File: src/rtl/cam_pkg.sv
// Shared definitions for the TX frame scheduler: FSM state encoding and head-word layout.
// The head word carries the data lane in its low bits and the tag directly above it.
package cam_pkg;

  typedef enum logic [2:0] {
    ST_IDLE,
    ST_WAIT_ACK,
    ST_SEND,
    ST_PAD,
    ST_IFG
  } sched_state_t;

  localparam logic TAG_PAYLOAD = 1'b1;

  function automatic int tag_bit(input int data_w);
    return data_w;
  endfunction

endpackage

File: src/rtl/tx_frame_sched.sv
// Pulls tagged bytes from a FWFT FIFO and frames them to the MAC with min-length pad and IFG.
// Outputs are combinational on state + FIFO head (same-cycle pop); the MAC stalls only via tx_ack.
module tx_frame_sched
  import cam_pkg::*;
#(
  parameter int DATA_W       = 8,
  parameter int CNT_W        = 17,
  parameter int READY_THRESH = 20,
  parameter int MAX_LEN      = 1500,
  parameter int MIN_LEN      = 60,
  parameter int IFG_CYCLES   = 12,
  parameter int TIMEOUT      = 4096
) (
  input  logic              tx_clk,
  input  logic              tx_reset,
  input  logic [DATA_W:0]   fifo_dout,
  input  logic              fifo_empty,
  input  logic [CNT_W-1:0]  fifo_count,
  output logic              fifo_rd_en,
  output logic [DATA_W-1:0] tx_data,
  output logic              tx_data_valid,
  input  logic              tx_ack,
  output logic [15:0]       frame_count,
  output logic              busy
);

  localparam int TAG   = tag_bit(DATA_W);
  localparam int LEN_W = $clog2(MAX_LEN + 1);
  localparam int IFG_W = $clog2(IFG_CYCLES + 1);
  localparam int TMR_W = $clog2(TIMEOUT + 1);

  sched_state_t     state;
  logic [LEN_W-1:0] len;
  logic [IFG_W-1:0] ifg_cnt;
  logic [TMR_W-1:0] idle_tmr;

  logic head_vld, head_pay, head_dlm, can_send, len_short, start;

  assign head_vld  = !fifo_empty;
  assign head_pay  = head_vld && (fifo_dout[TAG] == TAG_PAYLOAD);
  assign head_dlm  = head_vld && (fifo_dout[TAG] != TAG_PAYLOAD);
  assign can_send  = head_pay && (len < LEN_W'(MAX_LEN));
  assign len_short = len < LEN_W'(MIN_LEN);
  assign start     = head_pay &&
                     ((fifo_count > CNT_W'(READY_THRESH)) || (idle_tmr == TMR_W'(TIMEOUT)));

  // Every FIFO pop is qualified by head_vld, so an empty FIFO is never read.
  always_comb begin
    fifo_rd_en    = 1'b0;
    tx_data       = '0;
    tx_data_valid = 1'b0;
    if (!tx_reset) begin
      case (state)
        ST_IDLE: fifo_rd_en = head_dlm;
        ST_WAIT_ACK: begin
          tx_data_valid = 1'b1;
          tx_data       = fifo_dout[DATA_W-1:0];
          fifo_rd_en    = tx_ack && head_vld;
        end
        ST_SEND: begin
          if (can_send) begin
            tx_data_valid = 1'b1;
            tx_data       = fifo_dout[DATA_W-1:0];
            fifo_rd_en    = 1'b1;
          end else begin
            fifo_rd_en    = head_dlm;
            tx_data_valid = len_short;
          end
        end
        ST_PAD:  tx_data_valid = len_short;
        default: ;
      endcase
    end
  end

  assign busy = !tx_reset && (state != ST_IDLE);

  always_ff @(posedge tx_clk) begin
    if (tx_reset) begin
      state       <= ST_IDLE;
      len         <= '0;
      ifg_cnt     <= '0;
      idle_tmr    <= '0;
      frame_count <= '0;
    end else begin
      case (state)
        ST_IDLE: begin
          if (start) begin
            state    <= ST_WAIT_ACK;
            idle_tmr <= '0;
          end else if (!head_vld) begin
            idle_tmr <= '0;
          end else if (idle_tmr != TMR_W'(TIMEOUT)) begin
            idle_tmr <= idle_tmr + TMR_W'(1);
          end
        end
        ST_WAIT_ACK: begin
          if (tx_ack && head_vld) begin
            len   <= LEN_W'(1);
            state <= ST_SEND;
          end
        end
        ST_SEND: begin
          if (can_send || len_short) begin
            len <= len + LEN_W'(1);
            if (!can_send) state <= ST_PAD;
          end else begin
            state       <= ST_IFG;
            ifg_cnt     <= '0;
            frame_count <= frame_count + 16'd1;
          end
        end
        ST_PAD: begin
          if (len_short) begin
            len <= len + LEN_W'(1);
          end else begin
            state       <= ST_IFG;
            ifg_cnt     <= '0;
            frame_count <= frame_count + 16'd1;
          end
        end
        ST_IFG: begin
          if (ifg_cnt == IFG_W'(IFG_CYCLES - 1)) state <= ST_IDLE;
          else ifg_cnt <= ifg_cnt + IFG_W'(1);
        end
        default: state <= ST_IDLE;
      endcase
    end
  end

endmodule

File: config.mk
export PLATFORM = sky130hd
export DESIGN_NAME = tx_frame_sched
export DESIGN_NICKNAME = d
export VERILOG_FILES = /design/src/rtl/cam_pkg.sv /design/src/rtl/tx_frame_sched.sv
export SDC_FILE = /design/constraint.sdc
export NUM_CORES = 1
export LEC_CHECK = 0
export ABC_AREA = 1
export BUFFER_PORTS_ARGS = -buffer_cell sky130_fd_sc_hd__buf_2
export CELL_PAD_IN_SITES_DETAIL_PLACEMENT = 1
export CELL_PAD_IN_SITES_GLOBAL_PLACEMENT = 2
export CORE_AREA = 4 4 107 109
export CTS_CLUSTER_SIZE = 14
export DETAILED_ROUTE_END_ITERATION = 7
export DIE_AREA = 0 0 111 113
export PLACE_DENSITY_LB_ADDON = 0.1
export SYNTH_ARGS = -nofsm -noshare
export SYNTH_HDL_FRONTEND = slang
export SYNTH_SLANG_ARGS = --single-unit
export TNS_END_PERCENT = 30
File: constraint.sdc
create_clock -name tx_clk -period 2.4 [get_ports tx_clk]
set_clock_uncertainty 0.1 [all_clocks]
set_input_delay 0.6 -clock tx_clk [delete_from_list [all_inputs] [get_ports tx_clk]]
set_output_delay 0.6 -clock tx_clk [all_outputs]
set_load 0.05 [all_outputs]
; ---- Word-level counts from Yosys, hierarchy flattened
; Index checks and enable logic that the tools add are counted.
[totals]
output_inout_bits = 27
reg_bits = 47
wordCells = 80
inputBits = 30
[op_classes]
bitwise_logic = 1
eq_ne = 16
reduce_logical = 21
mux = 30
n_addsub = 4
order_cmp = 3
[ops]
columns = cell, n
row1 = 2-to-1 mux 13 bit, 3
row2 = 2-to-1 mux 11 bit, 3
row3 = one-hot mux 11 bit (3 select lines), 1
row4 = 2-to-1 mux 16 bit, 2
row5 = one-hot mux 16 bit (2 select lines), 1
row6 = 2-to-1 mux 3 bit, 6
row7 = "greater-than comparator 17 x 5 -> 1 bit, second input constant", 1
row8 = "adder 16 x 1 -> 16 bit, second input constant", 1
row9 = 2-to-1 mux 8 bit, 2
row10 = "inequality test 2 bit, second input constant", 8
row11 = one-hot mux 8 bit (2 select lines), 1
row12 = one-hot mux 3 bit (5 select lines), 1
row13 = "adder 13 x 1 -> 13 bit, second input constant", 1
row14 = "== test 13 bit, second input constant", 1
row15 = "inequality test 13 bit, second input constant", 1
row16 = 2-to-1 mux 4 bit, 3
row17 = one-hot mux 4 bit (3 select lines), 1
row18 = nonzero test 3 bit, 4
row19 = "adder 11 x 1 -> 11 bit, second input constant", 1
row20 = "< comparator 11 bit, second input constant", 1
row21 = "< comparator 11 x 6 -> 1 bit, second input constant", 1
row22 = AND reduction 4 bit, 2
row23 = "== test 3 x 2 -> 1 bit, second input constant", 2
row24 = logical AND 1 bit, 6
row25 = other kinds (15), 21

; ---- Depth between registers and ports, before layout
[logic_depth]
depth_word = 6
mapped_depth = 13
mapped_depth_nobuf = 12

; ---- Least setup slack after synthesis
; OpenSTA, ideal clock, no wires.
[synth_timing]
path_type = input port to output port
from = input port fifo_empty
to = output port tx_data[0]
path_stages = 6
path_slack_ns = -0.287
n_path_buf = 1
t_required_ns = 1.700
arrival_time_ns = 1.987
cell_sequence = buf_2 > nor2_1 > nand4_1 > inv_1 > o21ai_1 > nor2_1
[synth_between]
elab_chain_cells = 6
[synth_rtl]
columns = item, line_no
row1 = start: declaration, tx_frame_sched.sv:17  ; input logic fifo_empty,
row2 = zero test 1 bit, tx_frame_sched.sv:39  ; assign head_vld = !fifo_empty;
row3 = logical AND 1 bit, tx_frame_sched.sv:40  ; assign head_pay = head_vld && (fifo_dout[TAG] == TAG_PAYLOAD);
row4 = logical AND 1 bit, tx_frame_sched.sv:42  ; assign can_send = head_pay && (len < LEN_W'(MAX_LEN));
row5 = 2-to-1 mux 8 bit, tx_frame_sched.sv:61  ; if (can_send) begin
row6 = one-hot mux 8 bit (2 select lines), tx_frame_sched.sv:53  ; case (state)
row7 = 2-to-1 mux 8 bit, tx_frame_sched.sv:52  ; if (!tx_reset) begin
row8 = end: declaration, tx_frame_sched.sv:20  ; output logic [DATA_W-1:0] tx_data,
; Every way passes these cells.

; ---- Final worst setup path
[layout_timing]
from = register len[9]
to = output port tx_data[2]
[layout_between]
elab_chain_cells = 5
[layout_rtl]
columns = item, line_no
row1 = start: declaration, tx_frame_sched.sv:33  ; logic [LEN_W-1:0] len;
row2 = start signal: assignment, tx_frame_sched.sv:105  ; len <= len + LEN_W'(1);
row3 = start signal: assignment, tx_frame_sched.sv:115  ; len <= len + LEN_W'(1);
row4 = < comparator 11 bit, tx_frame_sched.sv:42
row5 = logical AND 1 bit, tx_frame_sched.sv:42
row6 = 2-to-1 mux 8 bit, tx_frame_sched.sv:61
row7 = one-hot mux 8 bit (2 select lines), tx_frame_sched.sv:53
row8 = 2-to-1 mux 8 bit, tx_frame_sched.sv:52
; Every way passes these cells.

==> results.json <==
{
  "yosys_warnings": 0,
  "die_area_um2": 12500,
  "synthesis.area_um2": 3010,
  "multi_input_area_um2": 1900,
  "cpPeakStageDelay_ns": 0.34,
  "crit_chain": "inv_2 > nand2_1 > nor2_1 > nand3_2 > nand4_1 > inv_2 > o21ai_4 > buf_12 > nor2_4 > buf_6",
  "async_reset_ff_frac": 0,
  "core.rowCount": 38,
  "cts.root.buffer_cell": "clkbuf_8",
  "maximum_clock_frequency_mhz": 419,
  "critPathBufInv": 4,
  "cts_buffers": 5,
  "worstHoldEndpoint": "frame_count[13]$_SDFFE_PP0P_",
  "worst_slew_pin_slew_ns": 0.551,
  "gr-total-overflow": 0,
  "grt.total_usage": 0.155,
  "grt_antenna_before_repair": 0,
  "initialDrtViolationCount": 89,
  "ys_top_cells_by_area": "dfxtp_1, nand2_1, nor2_1, inv_1, nand3_1",
  "placement.io_buffers": 56,
  "synth_mux_area_frac": 0,
  "synth.ff_latch_count": 47,
  "synth-edff-count": 0,
  "synth_compound_gate_area_share": 0.102,
  "met3_length_um": 190,
  "via_count": 3331,
  "post-synth-top-count-cell": "nand2_1",
  "final_net_count": 611,
  "worstHoldStart": "frame_count[13]$_SDFFE_PP0P_",
  "via_count_of_the_first_global_routing_pass": 3473,
  "timing.final.hold_violations": 0,
  "clk_latency_ns": 0.31,
  "drt.antenna.violating_nets": 0,
  "syn_to_final_growth_pct": 33.2,
  "crit_path_start_kind": "flip-flop",
  "area_fraction_in_and_or_nand_and_nor_cells_after_synthesis": 0.409,
  "hold_depth": 2,
  "final_setup_violating_endpoints": 0,
  "critPathMostFrequentCell": "inv_2",
  "grt_start_max_net_pins": 30,
  "die_h_um": 113,
  "max_slew_violation_count": 0,
  "timing.max_cap.violations": 0,
  "finalInstanceArea_um2": 4010,
  "seq_area_um2": 952,
  "stdcell_count": 717,
  "yosysTopAreaCell": "dfxtp_1",
  "cts_num_sinks": 47,
  "cts.htree.levels": 2,
  "fp.coreArea_um2": 10600,
  "critical_setup_path_kind": "reg -> out",
  "route.met2.wl_um": 4640,
  "finalCritPeriodShare": 0.994,
  "n_antenna_cell": 0,
  "die_x_um": 111,
  "crit_cells": 10,
  "timing.rr.end": "len[7]$_SDFFE_PP0P_",
  "post_synth_most_frequent_cells": "nand2_1, nor2_1, inv_1",
  "timing.hold.ws_ns": 0.386,
  "dominant_combinational_cell_family_by_area_after_synthesis": "simple AND/OR/NAND/NOR gates",
  "regToRegStartpoint": "len[9]$_SDFFE_PP0P_",
  "synth.avg_cell_area_um2": 6.21,
  "synth_largest_type_area_fraction": 0.313,
  "min_cycle_time_layout_ns": 2.39,
  "power_density_nw_per_um2": 634,
  "netlist-cell-type-count": 33,
  "critical_path_peak_fanout": 8,
  "clock_tree_buf_depth": 2,
  "drt_met1_wl_um": 4580,
  "status": "finished clean",
  "grt_first_pass_wirelength_um": 16300,
  "placed_inst_area_um2": 3660,
  "via_density_per_instance": 4.65,
  "pin_count": 57,
  "drt_wl_total_um": 9490,
  "floorplan.initialDensity": 0.284,
  "cp.arrival_ns": 1.69,
  "path_clk_slew_ns": 0.10,
  "ctsHoldBuffers": 0,
  "synth_seq_area_share": 0.313,
  "post_synth_inst_count": 485,
  "cpMaxStageDelayCell": "dfxtp_2",
  "top_layer_used": "met4",
  "path_delay_family": "simple AND/OR/NAND/NOR gates",
  "drc": 0,
  "post-route-util": 0.378,
  "timing.critical_path.required_ns": 1.70,
  "power_leakage_uw": 0.00161,
  "filler_cell_count": 1421,
  "placedCellCount": 699,
  "syn_nets": 520,
  "tritoncts": "built",
  "worstRegToRegCells": 12,
  "max-slew-margin-rel": 0.630,
  "synth_xor_area_frac": 0.0553,
  "worst_ir_drop_vdd_mv": 0.324,
  "post_route_cells_drive_above_1_share": 0.276,
  "final_total_pwr_uw": 2540,
  "end_kind": "output port",
  "place_congestion": 0.770,
  "timing.reg2reg.setup_slack_ns": 0.29,
  "firstDrtPassIters": 4,
  "post_drt_wl_per_cell_um": 13.2,
  "yosys.area_share.adder": 0.0208,
  "grt_setup_unrepaired": "yes",
  "synth_ff_type": "dfxtp_1",
  "holdCritPathClass": "reg -> reg",
  "dp_hpwl_um": 7290
}
==> placed cells by master (no fill, tap or decap), drive strengths merged <==
master and count:
nor2 91, buf 96, o21ai 17, dfxtp 47, a21boi 1, xnor2 4, clkinv 1, ha 5
or2 1, xor2 15, nand4 11, a21oi 39, nand3 43, nand3b 1, nor3 16, clkinvlp 2
clkbuf 5, nor3b 1, nand2 115, and2 1, nor4 2, o21bai 2, inv 60, and3 1
==> worst min-delay path, delay by kind of cell (launching register included) <==
family | cells | cell delay, ns
flops | 1 | 0.33
simple gates | 1 | 0.06
compound gates | 1 | 0.05
==> layout make-up <==
cell class	instances	share of cell area
Tap cell	140	0.0437
Inverter	60	0.0562
Sequential cell	47	0.238
Timing Repair Buffer	96	0.167
Clock inverter	3	0.00499
Multi-Input combinational cell	366	0.474
Clock buffer	5	0.0172
==> sequential cells by signal (all words and copies together), names as in the netlist <==
name,count
len,11
idle_tmr,13
ifg_cnt,4
frame_count,16
state,3
==> what timing repair did <==
action / CTS / global route
resized for setup: 36 / 24
gates cloned: 0 / 0
setup buffers: 5 / 5
setup endpoints to repair: 10 / 10
pin swaps: 9 / 11
==> through the flow <==
stage / setup TNS [ns] / setup WS, ns
after floorplan: -0.855 / -0.113
after global routing: -0.771 / -0.0899
after detailed placement: -0.964 / -0.127
after CTS: -0.0566 / -0.0142
final: 0 / 0.0141
after global placement: -0.809 / -0.105
==> power breakdown <==
part | internal, µW | leakage [µW] | switching [µW] | total [µW]
Clock | 204 | 0.0000402 | 302 | 505
Sequential | 836 | 0.000384 | 58.2 | 894
Combinational | 404 | 0.00119 | 740 | 1140
Total | 1440 | 0.00161 | 1100 | 2540
==> kinds of logic (layout without fill, tap and decap cells) <==
group           Yosys count  in the layout
simple gates            283            283
flops                    47             47
fa+ha+maj                 5              5
xor+xnor                 19             19
buf+inv                  72            164
compound gates           59             59
==> how the worst max path moves through the flow <==
stage / startpoint / to / slack (ns)
global placement: fifo_empty / tx_data[4] / -0.11
finish: len[9]$_SDFFE_PP0P_ / tx_data[2] / 0.01
floorplan: fifo_empty / tx_data[1] / -0.11
CTS: state[1]$_SDFFE_PP0P_ / tx_data[2] / -0.01
global route: len[9]$_SDFFE_PP0P_ / tx_data[5] / -0.09
detailed placement: fifo_empty / tx_data[2] / -0.13
==> metal layers <==
metal  GRT usage  up-vias
met1       0.197     1568
met3      0.0225        6
li1            -     1729
met5           0        -
met4      0.0296        0
met2       0.280       28
(Power assumes the default switching activity.)
